===== src/rtl/iw_writeback_unit.sv =====
// iw_writeback_unit
//   Writeback stage behind the IM/IW pipeline register. The IM/IW register
//   updates on the falling edge of clk, and this block samples it on the
//   rising edge. It then:
//     - resolves the destination register and the result value,
//     - drives the register-file write port with a valid/ready handshake,
//     - stalls upstream while a write is waiting on the port,
//     - issues one-cycle PC redirects,
//     - mirrors the in-flight write for the bypass network,
//     - counts retired instructions.
//
// Ports
//   clk, rst_n          pipeline clock, async active-low reset
//   valid_in            IM/IW holds a live instruction (0 = bubble)
//   pc_in, O_in, D_in   instruction PC, ALU result/branch target, load data
//   res_data_sel_in     1 = write D_in, 0 = write O_in
//   write_to_reg_in     instruction writes the register file
//   dest_reg_sel_in     1 = rd_in, 0 = rt_in
//   rt_in, rd_in        candidate destination indices
//   update_pc_in        instruction redirects the PC
//   is_jal_in           jump-and-link (writes pc+4 to $31)
//   rf_ready            write port accepts the write this cycle
//   rf_we/waddr/wdata   registered write request
//   stall_out           rf_we & ~rf_ready, upstream must hold IM/IW
//   fwd_valid/reg/data  copy of the write request for forwarding
//   pc_update_en/val    registered one-cycle redirect pulse and target
//   retired_count       retired-instruction counter (wraps)
//
// state  | meaning
// -------+------------------------------------------------------------
// IDLE   | no write outstanding, rf_we=0, every valid input is captured
// WRITE  | write presented on the port, waiting for rf_ready
module iw_writeback_unit (
  input  logic        clk,
  input  logic        rst_n,
  input  logic        valid_in,
  input  logic [31:0] pc_in,
  input  logic [31:0] O_in,
  input  logic [31:0] D_in,
  input  logic        res_data_sel_in,
  input  logic        write_to_reg_in,
  input  logic        dest_reg_sel_in,
  input  logic [4:0]  rt_in,
  input  logic [4:0]  rd_in,
  input  logic        update_pc_in,
  input  logic        is_jal_in,
  input  logic        rf_ready,
  output logic        rf_we,
  output logic [4:0]  rf_waddr,
  output logic [31:0] rf_wdata,
  output logic        stall_out,
  output logic        fwd_valid,
  output logic [4:0]  fwd_reg,
  output logic [31:0] fwd_data,
  output logic        pc_update_en,
  output logic [31:0] pc_update_val,
  output logic [31:0] retired_count
);

  typedef enum logic {
    ST_IDLE  = 1'b0,
    ST_WRITE = 1'b1
  } state_t;

  state_t      state_q;
  state_t      state_d;
  logic [4:0]  dest;
  logic [31:0] result;
  logic        wr_req;
  logic        capture;
  logic        retire_wr;
  logic        retire_nw;
  logic [1:0]  retire_sum;
  logic        owe_q;
  logic        owe_d;
  logic        count_en;

  assign rf_we     = (state_q == ST_WRITE);
  assign stall_out = rf_we & ~rf_ready;
  assign capture   = valid_in & ~stall_out;

  assign fwd_valid = rf_we;
  assign fwd_reg   = rf_waddr;
  assign fwd_data  = rf_wdata;

  always_comb begin
    dest   = dest_reg_sel_in ? rd_in : rt_in;
    result = res_data_sel_in ? D_in : O_in;
    if (is_jal_in) begin
      dest   = 5'd31;
      result = pc_in + 32'd4;
    end
  end

  // Writes to $0 never reach the port; such instructions retire on capture.
  assign wr_req = valid_in & (write_to_reg_in | is_jal_in) & (dest != 5'd0);

  // A completing write and a captured non-writing instruction can both
  // retire on the same edge. Only one count is taken per edge, so the
  // second is owed and paid on the next edge. The owed bit always drains
  // before the FSM can re-enter WRITE, because the IDLE->WRITE edge itself
  // retires nothing. That bounds the debt to a single instruction.
  assign retire_wr  = rf_we & rf_ready;
  assign retire_nw  = capture & ~wr_req;
  assign retire_sum = {1'b0, retire_wr} + {1'b0, retire_nw} + {1'b0, owe_q};
  assign count_en   = |retire_sum;
  assign owe_d      = retire_sum[1];

  always_comb begin
    state_d = state_q;
    case (state_q)
      ST_IDLE: begin
        if (capture && wr_req) state_d = ST_WRITE;
      end
      ST_WRITE: begin
        if (rf_ready) state_d = (capture && wr_req) ? ST_WRITE : ST_IDLE;
      end
      default: state_d = ST_IDLE;
    endcase
  end

  always_ff @(posedge clk or negedge rst_n) begin
    if (!rst_n) begin
      state_q       <= ST_IDLE;
      rf_waddr      <= 5'd0;
      rf_wdata      <= 32'd0;
      pc_update_en  <= 1'b0;
      pc_update_val <= 32'd0;
      retired_count <= 32'd0;
      owe_q         <= 1'b0;
    end else begin
      state_q <= state_d;
      if (capture && wr_req) begin
        rf_waddr <= dest;
        rf_wdata <= result;
      end
      // The redirect fires on capture, independent of any pending write.
      pc_update_en <= capture & update_pc_in;
      if (capture && update_pc_in) pc_update_val <= O_in;
      if (count_en) retired_count <= retired_count + 32'd1;
      owe_q <= owe_d;
    end
  end

endmodule


===== config.mk =====
export PLATFORM = sky130hd
export DESIGN_NAME = iw_writeback_unit
export DESIGN_NICKNAME = d
export VERILOG_FILES = /design/src/rtl/iw_writeback_unit.sv
export SDC_FILE = /design/constraint.sdc
export NUM_CORES = 1
export LEC_CHECK = 0
export CELL_PAD_IN_SITES_DETAIL_PLACEMENT = 1
export CELL_PAD_IN_SITES_GLOBAL_PLACEMENT = 2
export CORE_MARGIN = 3
export CORE_UTILIZATION = 24
export CTS_CLUSTER_DIAMETER = 120
export CTS_CLUSTER_SIZE = 40
export DETAILED_ROUTE_END_ITERATION = 8
export PLACE_DENSITY_LB_ADDON = 0.1
export SYNTH_ARGS = -nofsm -noshare
export SYNTH_HDL_FRONTEND = slang
export SYNTH_SLANG_ARGS = --single-unit

===== constraint.sdc =====
create_clock -name clk -period 3.3 [get_ports clk]
set_input_delay 0.66 -clock clk [delete_from_list [all_inputs] [get_ports clk]]
set_output_delay 0.66 -clock clk [all_outputs]
set_load 0.02 [all_outputs]

Word-level counts from Yosys, hierarchy flattened --
Index checks and enable logic that the tools add are counted.
Word-level totals: output and inout bits 142, register bits 104
Operators by class: reductions and logical operators 4, add/sub/neg operators 4, bitwise operators 12, mux-type cells 7
Operators by type and width (number):
- $mux 32 | 2
- $add 32x1->32 const B | 1
- $add 32x3->32 const B | 1
- $mux 5 | 2
- $and 1x1->1 | 7
- $reduce_bool 5->1 | 1
- $not 1->1 | 4
- $add 1x1->2 | 1
- $add 2x1->2 | 1
- $logic_and 1x1->1 | 2
- $mux 1 | 2
- $pmux 1 s2 | 1
- $reduce_or 2->1 | 1
- $or 1x1->1 | 1

Logic depth before layout (Yosys ltp) --
depth after elaboration 9, depth in mapped cells 11

Least setup slack after synthesis --
OpenSTA, ideal clock, no wires.
path type input to register, start point input dest_reg_sel_in, end point register retired_count[22], slack 0.176 ns, stages on the path 11, path buffers 1, required time 3.220 ns, data arrival time 3.045 ns, cell sequence buf_2 nor2b_1 a211oi_1 a21o_1 and3_1 fa_1 o21ai_0 nor3_2 nand4_1 nor4_1 xor2_1
On the way: cells in the longest elaborated chain, start to end 9
RTL lines:
- start, declared | line 42 | input logic dest_reg_sel_in,
- $mux 5 | line 87 | dest = dest_reg_sel_in ? rd_in : rt_in;
- $mux 5 | line 89 | if (is_jal_in) begin
- $reduce_bool 5->1 | line 96 | assign wr_req = valid_in & (write_to_reg_in | is_jal_in) & (dest != 5'd0);
- $and 1x1->1 | line 96
- $not 1->1 | line 104 | assign retire_nw = capture & ~wr_req;
- $and 1x1->1 | line 104
- $add 1x1->2 | line 105 | assign retire_sum = {1'b0, retire_wr} + {1'b0, retire_nw} + {1'b0, owe_q};
- $add 2x1->2 | line 105
- $reduce_or 2->1 | line 106 | assign count_en = |retire_sum;
- end signal, assigned | line 140 | if (count_en) retired_count <= retired_count + 32'd1;
- end, declared | line 57 | output logic [31:0] retired_count
Every way passes these cells. A chain may end at the register's enable or synchronous reset.

Final worst setup path --
start point input rd_in[1], end point register retired_count[23]
On the way: cells in the longest elaborated chain, start to end 9
RTL lines:
- start, declared | line 44 | input logic [4:0] rd_in,
- $mux 5 | line 87
- $mux 5 | line 89
- $reduce_bool 5->1 | line 96
- $and 1x1->1 | line 96
- $not 1->1 | line 104
- $and 1x1->1 | line 104
- $add 1x1->2 | line 105
- $add 2x1->2 | line 105
- $reduce_or 2->1 | line 106
Every way passes these cells.

==> results.md <==
- The flow ran to the end, and the final reports show no timing, DRC or antenna violations.
- The share of layout cells above drive strength 1 is 12.2%.
- TritonCTS built the clock tree.
- At the end of the flow the core is filled with cells to 38.4%.
- For this run, the total global-route usage over all layers was measured as 16.7%.
- The smallest hold slack is 301 ps.
- For this run, the leading register cell type out of synthesis is sky130_fd_sc_hd__dfrtp_1.
- For the worst setup path, the data required time is 3560 ps.
- The final hold violation count is 0.
- The worst min-delay path class is input port to async pin.
- Yosys mapped a number of flops with a built-in enable equal to 0.
- The count of cells in the finished layout, fillers not included, comes to 1108.
- After the first detailed-routing iteration, the DRC count stood at 205.
- Of the post-synthesis cell area, the dominant cell type holds 45.7%.
- The share of total power dissipated in combinational logic is 35.8%.
- During I/O placement, the number of pins put on the boundary was 257.
- The highest ir drop seen on vdd is 0.218 mV.
- The average via count per standard cell is 4.57.
- After clock tree synthesis, the clock-pin slew on the worst setup and hold paths is 90 ps.
- The first detailed-routing pass ran for 4 iterations.
- For this configuration, the core starts out at a cell density of 24.8%.
- The worst relative slew slack is 56.5%.
- The area of the placeable core is 23000 um^2.
- CTS placed an instance of sky130_fd_sc_hd__clkbuf_16 at the clock tree root.
- The number of max-slew violations in the final report is 0.
- The analysis attributes to net switching a power of 1.52 mW.
- The fmax is 314 MHz.
- Setup repair after global routing left no endpoint under its margin.
- The worst setup slack after placement is -503 ps.
- In this run the vertical extent of the chip is 160 um.
- The sink count of the clock tree is 104.
- The floorplan die width is 160 um.
- The net switching share of the total power is 35.1%.
- The power after layout is 4.34 mW.
- After synthesis, flip-flops and latches occupy 45.7% of the total area.
- The H-tree depth is 3.
- The area of the multi-input gates is 2660 um^2.
- Counting every instance in the synthesized netlist gives 560.
- The total via count after detailed routing is 5060.
- The worst path uses 96.6% of the clock period.
- Cell internal power was estimated by the tool at 2.82 mW.
- The slew at the pin with the worst max-slew slack is 652 ps.
- The clock share of power is 26.3%.
- The die area is 25600 um^2.
- The endpoint type of the worst setup path is a register.
- Summed over all layers, the global routing overflow is 0.
- The async set-reset flop share out of synthesis is 100%.
- The placed wire-length estimate is 16700 um.
- Summing every instance area after synthesis gives 5700 um^2.
- The count of nets left with antenna violations once routing finished came out at 0.
- Per report_power, the sequential group accounts for 37.9% of the total.
- The worst path meets setup with 113 ps of slack.
- The number of cells on the worst reg-to-reg path is 8.
- In the post-synthesis netlist, the biggest area contributors are sky130_fd_sc_hd__dfrtp_1 (46%), sky130_fd_sc_hd__mux2_2 (6.7%), sky130_fd_sc_hd__buf_4 (5.5%), sky130_fd_sc_hd__xnor2_1 (5.4%), sky130_fd_sc_hd__mux2i_1 (4.4%).
- Fill cells in the final layout number 2581.
- Row generation in the floorplan step produced 55 rows.
- The number of remaining DRC errors is 0.
- The final wirelength is 21500 um.
- Setup violations remaining at the end of the flow were counted as 0.
- Entering global routing, the biggest net connects 63 pins.
- Data arrives at the worst endpoint at 3440 ps.
- The post-synth net total is 678.
- The number of global-route vias before repair was 5639.
- In this run the static leakage power is 3.63 nW.
- The total of buffers placed on input and output ports is 256.
- The clock tree skew after final layout is 14.4 ps.
- The worst register-to-register path begins at fwd_valid.
- For flop-to-flop paths, the worst setup slack is 840 ps.
- Dividing total power by cell area gives a power density of 492 nW/um^2.
- Across the run, the number of max-cap violations was 0.
- In the final design database the tool counted 908 nets.
- Counting I/O delays and the setup requirement, the final critical path takes 3190 ps.
- The largest area contributor in the netlist is sky130_fd_sc_hd__dfrtp_1.
- After detailed placement, the design holds a cell count of 1091.
- In this run, CTS created clock tree buffers numbering 9.
- Synthesis inferred 104 register bits.
- The number of diodes added for antenna fixing is 0.
- The kind of start point of the critical path is an input port.
- The total of hold buffers inserted after clock tree synthesis is 0.
- In the final routed layout, each cell accounts on average for 19.4 um.
- By startpoint and endpoint, the worst setup path is classified as input port to register.
- The worst reg2reg path endpoint is retired_count[23].
- The synthesized netlist contains 46 unique library cells.
- The combined flip-flop and latch cell area is 2600 um^2.
- The clock passes through at most 2 buffers.
- The first-pass GRT wire length is 33900 um.
- Clock latency on the worst-skew pair, taken at its later pin, is 360 ps.
- The initial antenna violation count is 0.
- The maximum fanout along the worst path is 3.
- Relative to the synthesized area, the layout overhead comes to 54.7%.
- The synthesized area divided by synthesized cell count is 10.2 um^2.
- The final weighted congestion of routability-driven global placement is 0.787.
- The Yosys step of the flow raised 0 warnings.
[metal layers]
layer | global-route usage [%] | up-vias | wire [um]
met5 | 0 | - | 0
met4 | 3.55 | 0 | 218
met3 | 4.07 | 14 | 1200
met2 | 27.9 | 169 | 10300
met1 | 22.0 | 2482 | 9830
li1 | - | 2395 | -
[through the flow]
stage / cell area [um^2] / setup TNS, ps
2_1_floorplan: 5700 / 0
3_3_place_gp: 8460 / -7160
3_5_place_dp: 8460 / -9510
4_1_cts: 8780 / 0
5_1_grt: 8820 / 0
6_report: 8820 / 0
[worst max-delay path, cell delays in order]
cell                              delay, ps
sky130_fd_sc_hd__clkdlybuf4s50_1        430
sky130_fd_sc_hd__or4b_4                 540
sky130_fd_sc_hd__o22ai_4                130
sky130_fd_sc_hd__a21o_1                 150
sky130_fd_sc_hd__and3_1                 170
sky130_fd_sc_hd__fa_1                   210
sky130_fd_sc_hd__o211ai_1               170
sky130_fd_sc_hd__nor3_2                 360
sky130_fd_sc_hd__nand2_1                160
sky130_fd_sc_hd__or3_4                  350
sky130_fd_sc_hd__xnor2_1                120
[synthesized netlist by cell type, types with 19 or more instances]
cell type,number
sky130_fd_sc_hd__dfrtp_1,104
sky130_fd_sc_hd__nand2_1,46
sky130_fd_sc_hd__buf_4,42
sky130_fd_sc_hd__xnor2_1,35
sky130_fd_sc_hd__mux2_2,34
sky130_fd_sc_hd__nor2_1,28
sky130_fd_sc_hd__mux2i_1,25
sky130_fd_sc_hd__o21ai_0,25
sky130_fd_sc_hd__nand3_1,21
sky130_fd_sc_hd__nor3_1,21
sky130_fd_sc_hd__xor2_1,19
[how the worst max path moves through the flow]
stage / startpoint / cells after the start / slack (ps) / end
after CTS: rd_in[3] / 12 / 110 / retired_count[31]
after global placement: dest_reg_sel_in / 11 / -350 / retired_count[22]
after detailed placement: dest_reg_sel_in / 11 / -500 / retired_count[22]
after global routing: rd_in[1] / 11 / 5 / retired_count[23]
after floorplan: dest_reg_sel_in / 11 / 180 / retired_count[22]
final: rd_in[1] / 11 / 110 / retired_count[23]
[cells in the final DEF, fill, tap and decap left out, types with 3 or more instances in the layout]
cell type / instances
sky130_fd_sc_hd__xor2_1: 19
sky130_fd_sc_hd__a221o_1: 7
sky130_fd_sc_hd__mux2_2: 34
sky130_fd_sc_hd__a22o_1: 3
sky130_fd_sc_hd__and2_1: 4
sky130_fd_sc_hd__and3_1: 7
sky130_fd_sc_hd__dfrtp_1: 104
sky130_fd_sc_hd__o31ai_1: 4
sky130_fd_sc_hd__o211ai_1: 4
sky130_fd_sc_hd__nor3_2: 3
sky130_fd_sc_hd__o21ai_0: 24
sky130_fd_sc_hd__clkbuf_16: 9
sky130_fd_sc_hd__or3_1: 4
sky130_fd_sc_hd__and4_1: 6
sky130_fd_sc_hd__nor3_1: 20
sky130_fd_sc_hd__nand3_1: 20
sky130_fd_sc_hd__buf_4: 28
sky130_fd_sc_hd__inv_1: 13
sky130_fd_sc_hd__xnor2_1: 35
sky130_fd_sc_hd__nor2_1: 28
sky130_fd_sc_hd__nor2b_1: 11
sky130_fd_sc_hd__clkdlybuf4s50_1: 250
sky130_fd_sc_hd__a21oi_1: 15
sky130_fd_sc_hd__nand4_1: 16
sky130_fd_sc_hd__mux2i_1: 25
sky130_fd_sc_hd__nor4_2: 3
sky130_fd_sc_hd__nand2_1: 46
sky130_fd_sc_hd__a211oi_1: 10
sky130_fd_sc_hd__nor4_1: 5
[cell families (layout without fill, tap and decap cells)]
logic type      count (synthesis)  in the layout  synth area share [%]
compound gates                 75             75                  8.74
fa+ha+maj                       3              3                 0.790
simple gates                  185            185                  17.0
buf+inv                        80            315                  8.41
flops                         104            104                  45.7
mux                            59             59                  11.1
xor+xnor                       54             54                  8.30
[power by group through the flow]
| stage | clock network, mW | registers, mW | logic (mW) |
|---|---|---|---|
| 4_1_cts | 1.19 | 1.65 | 1.58 |
| 3_3_place_gp | 0 | 1.66 | 1.56 |
| 5_1_grt | 1.24 | 1.68 | 1.66 |
| 2_1_floorplan | 0 | 1.87 | 0.563 |
| 3_5_place_dp | 0 | 1.67 | 1.58 |
| 6_report | 1.14 | 1.64 | 1.55 |
[final cells by class]
type | count | area share (%)
clock buffer | 9 | 2.55
clock inverter | 7 | 0.922
inverter | 13 | 0.553
multi-input combinational | 376 | 30.2
sequential | 104 | 29.5
tap | 313 | 4.44
timing repair buffer | 286 | 31.8
[timing repair]
| item | in CTS | in global routing |
|---|---|---|
| gates resized for setup | 5 | 7 |
| buffers inserted | 0 | 1 |
| endpoints found under the setup margin | 11 | 13 |
| pin swaps | 3 | 7 |
Power figures use the tool's default switching activity.
